$ cat src/rtl/uart_pkg.sv
// Shared types and helpers for the UART receive path: frame parity modes,
// receiver FSM encoding, bit-period derivation and a data parity function.
package uart_pkg;

    typedef enum logic [1:0] {
        PAR_NONE = 2'd0,
        PAR_EVEN = 2'd1,
        PAR_ODD  = 2'd2
    } parity_e;

    typedef enum logic [2:0] {
        IDLE     = 3'd0,
        START    = 3'd1,
        DATA     = 3'd2,
        PARITY   = 3'd3,
        STOP     = 3'd4,
        BRK_WAIT = 3'd5
    } rx_state_e;

    function automatic int clks_per_bit(input int clk_hz, input int baud);
        return clk_hz / baud;
    endfunction

    // Even parity of up to 9 data bits; narrower data is zero-extended by the caller.
    function automatic logic parity_of(input logic [8:0] d);
        return ^d;
    endfunction

endpackage

$ cat src/rtl/uart_rx_fifo_if.sv
// Show-ahead read port of the UART receive FIFO; master is the receiver,
// slave is the consumer that pops entries.
interface uart_rx_fifo_if #(
    parameter int DATA_BITS = 8
);
    logic [DATA_BITS-1:0] rd_data;
    logic                 rd_frame_err;
    logic                 rd_parity_err;
    logic                 rd_valid;
    logic                 rd_ready;

    modport master (
        output rd_data,
        output rd_frame_err,
        output rd_parity_err,
        output rd_valid,
        input  rd_ready
    );

    modport slave (
        input  rd_data,
        input  rd_frame_err,
        input  rd_parity_err,
        input  rd_valid,
        output rd_ready
    );
endinterface

$ cat src/rtl/sync_fifo.sv
// Single-clock show-ahead FIFO with wrap-bit pointers; the head word reads
// as zero while empty so consumers never see stale storage.
module sync_fifo #(
    parameter int WIDTH = 10,
    parameter int DEPTH = 16
) (
    input  logic                   clk,
    input  logic                   resetn,
    input  logic                   push,
    input  logic [WIDTH-1:0]       wdata,
    input  logic                   pop,
    output logic [WIDTH-1:0]       rdata,
    output logic [$clog2(DEPTH):0] count,
    output logic                   full,
    output logic                   empty
);
    localparam int AW = $clog2(DEPTH);
    localparam logic [AW:0] PTR_ONE = (AW+1)'(1);

    logic [WIDTH-1:0] mem_r [DEPTH];
    logic [AW:0]      wptr_r;
    logic [AW:0]      rptr_r;
    logic             do_push_s;
    logic             do_pop_s;

    // Status decode; a push into a full FIFO is accepted only alongside a real pop.
    always_comb begin
        empty     = (wptr_r == rptr_r);
        full      = (wptr_r[AW] != rptr_r[AW]) && (wptr_r[AW-1:0] == rptr_r[AW-1:0]);
        count     = wptr_r - rptr_r;
        do_pop_s  = pop & ~empty;
        do_push_s = push & (~full | do_pop_s);
        if (empty) begin
            rdata = {WIDTH{1'b0}};
        end else begin
            rdata = mem_r[rptr_r[AW-1:0]];
        end
    end

    // Pointer update.
    always_ff @(posedge clk) begin
        if (!resetn) begin
            wptr_r <= {(AW+1){1'b0}};
            rptr_r <= {(AW+1){1'b0}};
        end else begin
            if (do_push_s) begin
                wptr_r <= wptr_r + PTR_ONE;
            end
            if (do_pop_s) begin
                rptr_r <= rptr_r + PTR_ONE;
            end
        end
    end

    // Storage write.
    always_ff @(posedge clk) begin
        if (do_push_s) begin
            mem_r[wptr_r[AW-1:0]] <= wdata;
        end
    end

endmodule

$ cat src/rtl/uart_rx_fifo.sv
// UART receiver with 3-sample mid-bit majority vote, configurable frame format,
// break detection and a show-ahead FIFO of {frame_err, parity_err, data} entries.
module uart_rx_fifo #(
    parameter int CLK_HZ     = 100000000,
    parameter int BAUD       = 115200,
    parameter int DATA_BITS  = 8,
    parameter int PARITY     = 0,
    parameter int STOP_BITS  = 1,
    parameter int FIFO_DEPTH = 16
) (
    input  logic                        clk,
    input  logic                        resetn,
    input  logic                        rx,
    uart_rx_fifo_if.master              rd,
    output logic [$clog2(FIFO_DEPTH):0] count,
    output logic                        overrun,
    output logic                        break_det,
    input  logic                        clr_err,
    output logic                        rx_busy
);
    import uart_pkg::*;

    localparam int CPB  = clks_per_bit(CLK_HZ, BAUD);
    localparam int HALF = CPB / 2;
    localparam int TW   = $clog2(CPB);
    localparam int EW   = DATA_BITS + 2;

    localparam logic [TW-1:0] T_LOAD  = TW'(CPB - 1);
    localparam logic [TW-1:0] T_SAMP0 = TW'(HALF + 1);
    localparam logic [TW-1:0] T_SAMP1 = TW'(HALF);
    localparam logic [TW-1:0] T_VOTE  = TW'(HALF - 1);
    localparam logic [TW-1:0] T_ZERO  = {TW{1'b0}};
    localparam logic [TW-1:0] T_ONE   = TW'(1);

    localparam parity_e PAR_MODE = parity_e'(PARITY[1:0]);

    localparam logic [2:0] ST_IDLE     = uart_pkg::IDLE;
    localparam logic [2:0] ST_START    = uart_pkg::START;
    localparam logic [2:0] ST_DATA     = uart_pkg::DATA;
    localparam logic [2:0] ST_PARITY   = uart_pkg::PARITY;
    localparam logic [2:0] ST_STOP     = uart_pkg::STOP;
    localparam logic [2:0] ST_BRK_WAIT = uart_pkg::BRK_WAIT;

    localparam logic [2:0] ST_AFTER_DATA = (PAR_MODE == PAR_NONE) ? ST_STOP : ST_PARITY;

    logic [1:0]           sync_r;
    logic                 rxs_prev_r;
    logic [1:0]           samp_r;
    logic [2:0]           state_r;
    logic [TW-1:0]        timer_r;
    logic [DATA_BITS-1:0] data_r;
    logic [3:0]           bit_cnt_r;
    logic                 par_bit_r;
    logic                 perr_r;
    logic                 ferr_r;
    logic                 stop_cnt_r;
    logic                 push_r;
    logic [EW-1:0]        entry_r;
    logic                 break_r;
    logic                 busy_r;
    logic                 overrun_r;

    logic                 rxs_s;
    logic                 fall_s;
    logic                 vote_s;
    logic                 at_vote_s;
    logic                 at_end_s;
    logic                 ferr_fin_s;
    logic                 exp_par_s;
    logic                 is_break_s;
    logic [2:0]           state_nx_s;
    logic [TW-1:0]        timer_nx_s;
    logic [DATA_BITS-1:0] data_nx_s;
    logic [3:0]           bit_cnt_nx_s;
    logic                 par_bit_nx_s;
    logic                 perr_nx_s;
    logic                 ferr_nx_s;
    logic                 stop_cnt_nx_s;
    logic                 push_nx_s;
    logic [EW-1:0]        entry_nx_s;
    logic                 break_nx_s;

    logic [EW-1:0]        fifo_rdata_s;
    logic                 fifo_full_s;
    logic                 fifo_empty_s;
    logic                 pop_s;
    logic                 ovr_set_s;

    // Two-flop synchroniser plus edge history; idle-high reset avoids a false start edge.
    always_ff @(posedge clk) begin
        if (!resetn) begin
            sync_r     <= 2'b11;
            rxs_prev_r <= 1'b1;
        end else begin
            sync_r     <= {sync_r[0], rx};
            rxs_prev_r <= sync_r[1];
        end
    end

    // Capture the first two of the three mid-bit samples; the third is the live input.
    always_ff @(posedge clk) begin
        if (!resetn) begin
            samp_r <= 2'b11;
        end else begin
            if (timer_r == T_SAMP0) begin
                samp_r[0] <= rxs_s;
            end
            if (timer_r == T_SAMP1) begin
                samp_r[1] <= rxs_s;
            end
        end
    end

    // Bit decisions shared by every state.
    always_comb begin
        rxs_s      = sync_r[1];
        fall_s     = rxs_prev_r & ~rxs_s;
        vote_s     = (samp_r[0] & samp_r[1]) | (samp_r[0] & rxs_s) | (samp_r[1] & rxs_s);
        at_vote_s  = (timer_r == T_VOTE);
        at_end_s   = (timer_r == T_ZERO);
        ferr_fin_s = ferr_r | ~vote_s;
        exp_par_s  = parity_of(9'(data_r)) ^ (PAR_MODE == PAR_ODD);
        is_break_s = (data_r == {DATA_BITS{1'b0}}) && ferr_fin_s &&
                     ((PAR_MODE == PAR_NONE) || !par_bit_r);
    end

    // Receiver next-state logic; the frame commits at the last stop vote, not at bit end.
    always_comb begin
        state_nx_s    = state_r;
        data_nx_s     = data_r;
        bit_cnt_nx_s  = bit_cnt_r;
        par_bit_nx_s  = par_bit_r;
        perr_nx_s     = perr_r;
        ferr_nx_s     = ferr_r;
        stop_cnt_nx_s = stop_cnt_r;
        push_nx_s     = 1'b0;
        entry_nx_s    = entry_r;
        break_nx_s    = 1'b0;
        if (state_r == ST_IDLE) begin
            timer_nx_s = timer_r;
        end else if (at_end_s) begin
            timer_nx_s = T_LOAD;
        end else begin
            timer_nx_s = timer_r - T_ONE;
        end

        case (state_r)
            ST_IDLE: begin
                if (fall_s) begin
                    state_nx_s    = ST_START;
                    timer_nx_s    = T_LOAD;
                    data_nx_s     = {DATA_BITS{1'b0}};
                    bit_cnt_nx_s  = 4'd0;
                    par_bit_nx_s  = 1'b0;
                    perr_nx_s     = 1'b0;
                    ferr_nx_s     = 1'b0;
                    stop_cnt_nx_s = 1'b0;
                end else begin
                    state_nx_s = ST_IDLE;
                end
            end
            ST_START: begin
                if (at_vote_s && vote_s) begin
                    state_nx_s = ST_IDLE;
                end else if (at_end_s) begin
                    state_nx_s = ST_DATA;
                end else begin
                    state_nx_s = ST_START;
                end
            end
            ST_DATA: begin
                if (at_vote_s) begin
                    data_nx_s    = {vote_s, data_r[DATA_BITS-1:1]};
                    bit_cnt_nx_s = bit_cnt_r + 4'd1;
                end else if (at_end_s && (bit_cnt_r == 4'(DATA_BITS))) begin
                    state_nx_s = ST_AFTER_DATA;
                end else begin
                    state_nx_s = ST_DATA;
                end
            end
            ST_PARITY: begin
                if (at_vote_s) begin
                    par_bit_nx_s = vote_s;
                    perr_nx_s    = vote_s ^ exp_par_s;
                end else if (at_end_s) begin
                    state_nx_s = ST_STOP;
                end else begin
                    state_nx_s = ST_PARITY;
                end
            end
            ST_STOP: begin
                if (at_vote_s && (stop_cnt_r == 1'(STOP_BITS - 1))) begin
                    if (is_break_s) begin
                        break_nx_s = 1'b1;
                        state_nx_s = ST_BRK_WAIT;
                    end else begin
                        push_nx_s  = 1'b1;
                        entry_nx_s = {ferr_fin_s, perr_r, data_r};
                        state_nx_s = ST_IDLE;
                    end
                end else if (at_vote_s) begin
                    ferr_nx_s     = ferr_fin_s;
                    stop_cnt_nx_s = 1'b1;
                end else begin
                    state_nx_s = ST_STOP;
                end
            end
            ST_BRK_WAIT: begin
                if (rxs_s) begin
                    state_nx_s = ST_IDLE;
                end else begin
                    state_nx_s = ST_BRK_WAIT;
                end
            end
            default: begin
                state_nx_s = ST_IDLE;
            end
        endcase
    end

    // Receiver state registers and registered status outputs.
    always_ff @(posedge clk) begin
        if (!resetn) begin
            state_r    <= ST_IDLE;
            timer_r    <= T_LOAD;
            data_r     <= {DATA_BITS{1'b0}};
            bit_cnt_r  <= 4'd0;
            par_bit_r  <= 1'b0;
            perr_r     <= 1'b0;
            ferr_r     <= 1'b0;
            stop_cnt_r <= 1'b0;
            push_r     <= 1'b0;
            entry_r    <= {EW{1'b0}};
            break_r    <= 1'b0;
            busy_r     <= 1'b0;
        end else begin
            state_r    <= state_nx_s;
            timer_r    <= timer_nx_s;
            data_r     <= data_nx_s;
            bit_cnt_r  <= bit_cnt_nx_s;
            par_bit_r  <= par_bit_nx_s;
            perr_r     <= perr_nx_s;
            ferr_r     <= ferr_nx_s;
            stop_cnt_r <= stop_cnt_nx_s;
            push_r     <= push_nx_s;
            entry_r    <= entry_nx_s;
            break_r    <= break_nx_s;
            busy_r     <= (state_nx_s != ST_IDLE);
        end
    end

    sync_fifo #(
        .WIDTH (EW),
        .DEPTH (FIFO_DEPTH)
    ) u_fifo (
        .clk    (clk),
        .resetn (resetn),
        .push   (push_r),
        .wdata  (entry_r),
        .pop    (pop_s),
        .rdata  (fifo_rdata_s),
        .count  (count),
        .full   (fifo_full_s),
        .empty  (fifo_empty_s)
    );

    // A push is lost only when the FIFO is full and not draining in the same cycle.
    always_comb begin
        pop_s     = rd.rd_ready & ~fifo_empty_s;
        ovr_set_s = push_r & fifo_full_s & ~pop_s;
    end

    // Sticky overrun; a new drop outranks a simultaneous clear.
    always_ff @(posedge clk) begin
        if (!resetn) begin
            overrun_r <= 1'b0;
        end else if (ovr_set_s) begin
            overrun_r <= 1'b1;
        end else if (clr_err) begin
            overrun_r <= 1'b0;
        end else begin
            overrun_r <= overrun_r;
        end
    end

    assign rd.rd_data       = fifo_rdata_s[DATA_BITS-1:0];
    assign rd.rd_parity_err = fifo_rdata_s[DATA_BITS];
    assign rd.rd_frame_err  = fifo_rdata_s[DATA_BITS+1];
    assign rd.rd_valid      = ~fifo_empty_s;
    assign overrun          = overrun_r;
    assign break_det        = break_r;
    assign rx_busy          = busy_r;

endmodule
$ cat src/flat_wrapper.sv
// flat-port wrapper written by rule: the top's interface ports become plain ports
module uart_rx_fifo_flat import uart_pkg::*;
#(
    parameter int CLK_HZ     = 100000000,
    parameter int BAUD       = 115200,
    parameter int DATA_BITS  = 8,
    parameter int PARITY     = 0,
    parameter int STOP_BITS  = 1,
    parameter int FIFO_DEPTH = 16
)
  (clk, resetn, rx, count, overrun, break_det, clr_err, rx_busy, rd_rd_data, rd_rd_frame_err, rd_rd_parity_err, rd_rd_valid, rd_rd_ready);
  uart_rx_fifo_if #(.DATA_BITS(DATA_BITS)) rd_i ();
  input  logic clk;
  input  logic resetn;
  input  logic rx;
  output logic [$clog2(FIFO_DEPTH):0] count;
  output logic overrun;
  output logic break_det;
  input  logic clr_err;
  output logic rx_busy;
  output wire logic [$bits(rd_i.rd_data)-1:0] rd_rd_data;
  output wire logic [$bits(rd_i.rd_frame_err)-1:0] rd_rd_frame_err;
  output wire logic [$bits(rd_i.rd_parity_err)-1:0] rd_rd_parity_err;
  output wire logic [$bits(rd_i.rd_valid)-1:0] rd_rd_valid;
  input wire logic [$bits(rd_i.rd_ready)-1:0] rd_rd_ready;
  assign rd_rd_data = rd_i.rd_data;
  assign rd_rd_frame_err = rd_i.rd_frame_err;
  assign rd_rd_parity_err = rd_i.rd_parity_err;
  assign rd_rd_valid = rd_i.rd_valid;
  assign rd_i.rd_ready = rd_rd_ready;
  uart_rx_fifo #(.CLK_HZ(CLK_HZ), .BAUD(BAUD), .DATA_BITS(DATA_BITS), .PARITY(PARITY), .STOP_BITS(STOP_BITS), .FIFO_DEPTH(FIFO_DEPTH)) u_core (.clk(clk), .resetn(resetn), .rx(rx), .rd(rd_i), .count(count), .overrun(overrun), .break_det(break_det), .clr_err(clr_err), .rx_busy(rx_busy));
endmodule
$ cat config.mk
export PLATFORM = sky130hd
export DESIGN_NAME = uart_rx_fifo_flat
export DESIGN_NICKNAME = d
export VERILOG_FILES = /design/src/rtl/uart_pkg.sv /design/src/rtl/uart_rx_fifo_if.sv /design/src/rtl/sync_fifo.sv /design/src/rtl/uart_rx_fifo.sv /design/src/flat_wrapper.sv
export SDC_FILE = /design/constraint.sdc
export NUM_CORES = 1
export LEC_CHECK = 0
export CAP_MARGIN = 10
export CORE_ASPECT_RATIO = 1.2
export CORE_MARGIN = 5
export CORE_UTILIZATION = 40
export CTS_BUF_LIST = sky130_fd_sc_hd__clkbuf_4
export DETAILED_ROUTE_END_ITERATION = 10
export GPL_ROUTABILITY_DRIVEN = 1
export HOLD_SLACK_MARGIN = 0.15
export SLEW_MARGIN = 25
export SYNTH_ARGS = -nofsm -noshare
export SYNTH_HDL_FRONTEND = slang
export SYNTH_HIERARCHICAL = 1
export SYNTH_SLANG_ARGS = --single-unit
$ cat constraint.sdc
create_clock -name clk -period 4.11 [get_ports clk]
set_input_delay 0.822 -clock clk [delete_from_list [all_inputs] [get_ports clk]]
set_output_delay 0.822 -clock clk [all_outputs]
set_load 0.01 [all_outputs]
* Yosys cells after proc, flatten, opt, wreduce, memory -nomap -nowiden *
Memory sizes are Yosys's and may differ from the RTL's. A register that Yosys moved wholly into a read port is not among the register bits.
Index checks and enable logic that the tools add are counted.

storage, ports and cells
  logic and storage cells = 121
  register bits = 57
  output and inout port bits = 19
  input port bits = 5
  memories = 1
  memory bits (writable) = 160

memory list
  name                 depth  width  rd ports  clocked after memory_dff  write ports  RTL line         source
  u_core.u_fifo.mem_r  16     10     1         1                         1            sync_fifo.sv:20  logic [WIDTH-1:0] mem_r [DEPTH];

cells by class
  add/sub/neg operators = 5
  reduce and logical (&&, ||, !) cells = 19
  equality and inequality tests = 17
  bitwise gates (word level) = 21
  multiplexer cells = 40

operators with widths
  operator                                                                  number
  10-bit two-way mux                                                        5
  10-bit by 9-bit == test with 1-bit output (second input constant)         3
  3-bit two-way mux                                                         9
  3-bit case mux with 6 select lines                                        1
  4-bit two-way mux                                                         4
  8-bit two-way mux                                                         2
  8-bit case mux with 2 select lines                                        1
  1-bit two-way mux                                                         13
  3-bit AND reduction                                                       4
  5-bit by 1-bit adder with 5-bit output (second input constant)            2
  10-bit logical NOT                                                        1
  10-bit by 1-bit subtractor with 10-bit output (second input constant)     1
  1-bit AND                                                                 9
  9-bit XOR reduction                                                       1
  8-bit logical NOT                                                         1
  2-bit by 1-bit inequality test with 1-bit output (second input constant)  4
  4-bit case mux with 2 select lines                                        1
  2-bit nonzero test                                                        4
  1-bit inverter                                                            7
  3-bit by 2-bit == test with 1-bit output (second input constant)          2
  3-bit == test (second input constant)                                     2
  1-bit case mux with 2 select lines                                        3
  5-bit == test                                                             1
  1-bit logical AND                                                         5
  13 further kinds                                                          16

* Depth between registers and ports, before layout *
  depth after elaboration = 10
  gate-level depth with buffers = 10
  depth with buffers taken out = 9

* Cells and area by module *
The synthesis kept the hierarchy.

modules (own cells, without submodules)
  module        cells an instance  area each (um2)  times used  sequential area each (um2)
  sync_fifo     355                7060.5           1           5084.9
  uart_rx_fifo  268                2252.2           1           940.9

* Worst setup path before layout *
OpenSTA, ideal clock, no wires.

  path kind = reg2reg
  from = register u_core.u_fifo.wptr_r[0]
  to = memory u_core.u_fifo.mem_r[0][0] (enable)
  buffers on the path = 1
  clock period less this slack = 3.136 ns
  data required time = 3.720 ns
  arrival time = 2.746 ns
  slack = 0.974 ns
  stages on the path, launching flop included = 10
  library setup time = 0.390 ns
  path through = dfxtp_1 -> inv_1 -> ha_1 -> nand4_2 -> nor2_1 -> clkbuf_1 -> nor2b_1 -> o31a_1 -> nand2_1 -> nor3_1

between the ends
  longest elaborated chain between the ends = 8
  elaborated cells on any way between the ends = 11
  those cells by class = eq/ne: 2; mux: 2; bitwise: 6; reduce/logical: 1

ends and longest elaborated chain
  element                                  RTL line             source
  from (decl)                              sync_fifo.sv:21      logic [AW:0] wptr_r;
  from (signal assigned)                   sync_fifo.sv:43      wptr_r <= {(AW+1){1'b0}};
  from (signal assigned)                   sync_fifo.sv:47      wptr_r <= wptr_r + PTR_ONE;
  5-bit == test                            sync_fifo.sv:28      empty = (wptr_r == rptr_r);
  net u_core.fifo_empty_s                  uart_rx_fifo.sv:85   logic fifo_empty_s;
  1-bit inverter                           uart_rx_fifo.sv:269  pop_s = rd.rd_ready & ~fifo_empty_s;
  1-bit AND                                uart_rx_fifo.sv:269
  net u_core.pop_s                         uart_rx_fifo.sv:86   logic pop_s;
  1-bit AND                                sync_fifo.sv:31      do_pop_s = pop & ~empty;
  1-bit bitwise OR                         sync_fifo.sv:32      do_push_s = push & (~full | do_pop_s);
  1-bit AND                                sync_fifo.sv:32
  1-bit two-way mux                        sync_fifo.sv:57      if (do_push_s) begin
  1-bit two-way mux (not written as such)  sync_fifo.sv:58      mem_r[wptr_r[AW-1:0]] <= wdata;
  to (decl)                                sync_fifo.sv:20

The timed path passes the listed nets, and every way through them passes these cells.

==> flow_summary.toml <==
[routing]
wirelength_um = 19000
dr.pass1.iters = 5
viasPerCell = 5.12
wl_per_cell_um = 18.1
drc_errors = 0
antenna_left = 0
drt-initial-drc-count = 305
vias = 5354

[synth]
syn_inst = 623
yosys_warnings = 6
syn_avg_cell_area_um2 = 14.9
ys.flop_type = "edfxtp_1"
ys_ff_latch = 221
ys_types = 61
synth-async-reset-ratio = 0
synth_edf_count = 160
synth_nets = 649
synth-seq-area-share = 0.647
synth_area_um2 = 9310

[floorplan]
die_w_um = 149
initial_core_util = 0.404
die-area_um2 = 26400
die_height_um = 177
design.core.area_um2 = 23000
io_pins = 24
rows = 61

[critical_path]
end_kind = "output port"
critical_path_class = "reg -> out"
r2r_start = "u_core/u_fifo/wptr_r[2]"
cp.required_ns = 3.29
worstPathArrival_ns = 3.11
critPathMaxFanout = 15
startpoint_type = "flip-flop"

[power]
combPwrFrac = 0.009
p_sw_frac = 0.207
p_leak_nw = 3.48
ir_worst_vdd_mv = 0.146
pwr-share-clk = 0.424
seq_power_share = 0.567
internal-power_mw = 3.30
switchingPower_uw = 864
power_density_nw_per_um2 = 393
power_mw = 4.17

[worst_hold_path]
hold_path_class = "reg -> reg"
worstHoldStart = "u_core/sync_r[0]"

[outcome]
status = "finished clean"

[timing]
rsz0062_at_grt = "false"
finalSetupViolations = 0
setup_ws_ns = 0.176
fin_setup_tns_ns = 0
finalHoldViolCount = 0
timing.fmax_ghz = 0.254
clock_skew_ns = 0.0417
worst_slew_pin_slew_ns = 1.02
relSlewSlack = 0.316
slew_violations = 0
layout_min_cycle_time_ns = 3.93
finalCritPeriodShare = 0.957

[placed_design]
pre_cts_slack_ns = 0.529
dp.cells = 947
post-dp-hpwl_um = 12700
portBuffers = 23
dpl_cell_area_um2 = 9910
place_congestion = 0.774

[finish]
fin_nets = 712
stdcell_count = 1046
syn_to_final_growth_pct = 13.9
layout_commonest_cell = "edfxtp_1"
layout_common_cells = "edfxtp_1 (160), clkbuf_4 (70), dfxtp_1 (59)"
drive_above_1_share = 0.188
final_area_um2 = 10600

[cts]
post_cts_buffers = 0
cts.root.buffer_cell = "clkbuf_4"
htreeDepth = 2
clock_path_buffers = 3
cts_made_buffers = 52
cts.sinks = 221
cts_tree = "yes"
clk_pin_slew_worst_paths_ns = 0.07
insertion_delay_ns = 0.64

[global_routing]
antenna_found_initial = 1
grt_pass1_vias = 5502
grt_first_pass_wirelength_um = 30000
grt_use_total = 0.147
grt_overflow = 0
grt_max_degree = 29

[run]
drv_cap = 0
==> area by class of cell <==
type	instances	area, um2
Inverter	28	105
Sequential cell	221	6030
Multi-Input combinational cell	346	3030
Antenna cell	2	5.00
Fill cell	2081	12400
Clock buffer	70	526
Tap cell	315	394
Clock inverter	27	166
Timing Repair Buffer	37	348
==> timing repair <==
item	in CTS	in global routing
setup endpoints to repair	0	11
resized for setup	0	2
hold buffers	0	0
==> power groups by stage <==
stage                     Clock (mW)  Sequential (mW)  Combinational (mW)
after floorplan                    0             2.41              0.0236
after global placement             0             2.41              0.0356
after detailed placement           0             2.41              0.0369
after CTS                       1.83             2.36              0.0370
after global routing            1.96             2.36              0.0407
final                           1.77             2.36              0.0368
==> per-layer routing <==
| layer | vias up | routed length [um] | GRT usage | share of wire |
|---|---|---|---|---|
| met5 | - | 0 | 0 | 0 |
| met3 | 40 | 837 | 0.0295 | 0.044 |
| met4 | 0 | 495 | 0.0549 | 0.026 |
| met1 | 2639 | 7990 | 0.184 | 0.42 |
| li1 | 2547 | - | - | - |
| met2 | 128 | 9640 | 0.252 | 0.51 |
==> worst max-delay path: stages (launching register included) <==
cell	delay, ns
dfxtp_1	0.83
buf_4	0.30
buf_4	0.24
mux2i_1	0.16
a211oi_1	0.34
clkdlybuf4s50_1	0.61
==> final timing paths <==
path / end / slack [ns] / cells after the start
hold reg to reg: u_core/sync_r[1] / 0.41 / 1
hold / removal: u_core/sync_r[1] / 0.41 / 1
setup / recovery: rd_rd_data[6] / 0.18 / 5
setup reg to reg: u_core/u_fifo/mem_r[6][5] / 0.62 / 7
==> flip-flops by register name (all words and copies together) (netlist names), named ones only <==
name and cells:
u_core/timer_r 10, u_core/ferr_r 1, u_core/bit_cnt_r 4, u_core/rx_busy 1, u_core/overrun 1, u_core/state_r 3, u_core/rxs_prev_r 1, u_core/perr_r 1
u_core/sync_r 2, u_core/push_r 1, u_core/u_fifo/mem_r 160, u_core/samp_r 2, u_core/break_det 1, u_core/u_fifo/rptr_r 5, u_core/data_r 8, u_core/entry_r 10
u_core/stop_cnt_r 1, u_core/u_fifo/wptr_r 5
==> cell families after synthesis <==
group                    count (synthesis)  share of synthesized area
XOR/XNOR                                19                     0.0187
multiplexers                            61                      0.127
AO/OA/AOI/OAI                           76                     0.0572
buffers and inverters                   56                     0.0279
AND/OR/NAND/NOR                        168                     0.0919
flip-flops                             221                      0.647
adder cells (fa/ha/maj)                 22                     0.0301
==> through the flow <==
stage	util	hold WS, ns
floorplan	-	0.386
global placement	0.430	0.394
detailed placement	0.430	0.395
CTS	0.460	0.410
global route	0.460	0.453
finish	0.460	0.407
==> cells in the mapped netlist (4+ instances only) <==
| master | instances | area share |
|---|---|---|
| a211oi_1 | 21 | 0.017 |
| a21oi_1 | 21 | 0.011 |
| and2_1 | 7 | 0.0047 |
| and3_1 | 6 | 0.0040 |
| buf_2 | 8 | 0.0043 |
| clkbuf_1 | 14 | 0.0056 |
| dfxtp_1 | 61 | 0.13 |
| edfxtp_1 | 160 | 0.52 |
| ha_1 | 20 | 0.027 |
| inv_1 | 27 | 0.011 |
| mux2_2 | 9 | 0.011 |
| mux2i_1 | 11 | 0.012 |
| mux4_1 | 16 | 0.045 |
| mux4_2 | 24 | 0.058 |
| nand2_1 | 56 | 0.023 |
| nand2b_1 | 6 | 0.0040 |
| nand3_1 | 6 | 0.0032 |
| nor2_1 | 33 | 0.013 |
| nor2b_1 | 13 | 0.0087 |
| nor3_1 | 13 | 0.0070 |
| nor4_1 | 4 | 0.0027 |
| o21ai_0 | 9 | 0.0048 |
| or3_1 | 9 | 0.0060 |
| xnor2_1 | 14 | 0.013 |
| xor2_1 | 4 | 0.0038 |
No activity file was read; power rests on OpenSTA's default activity.
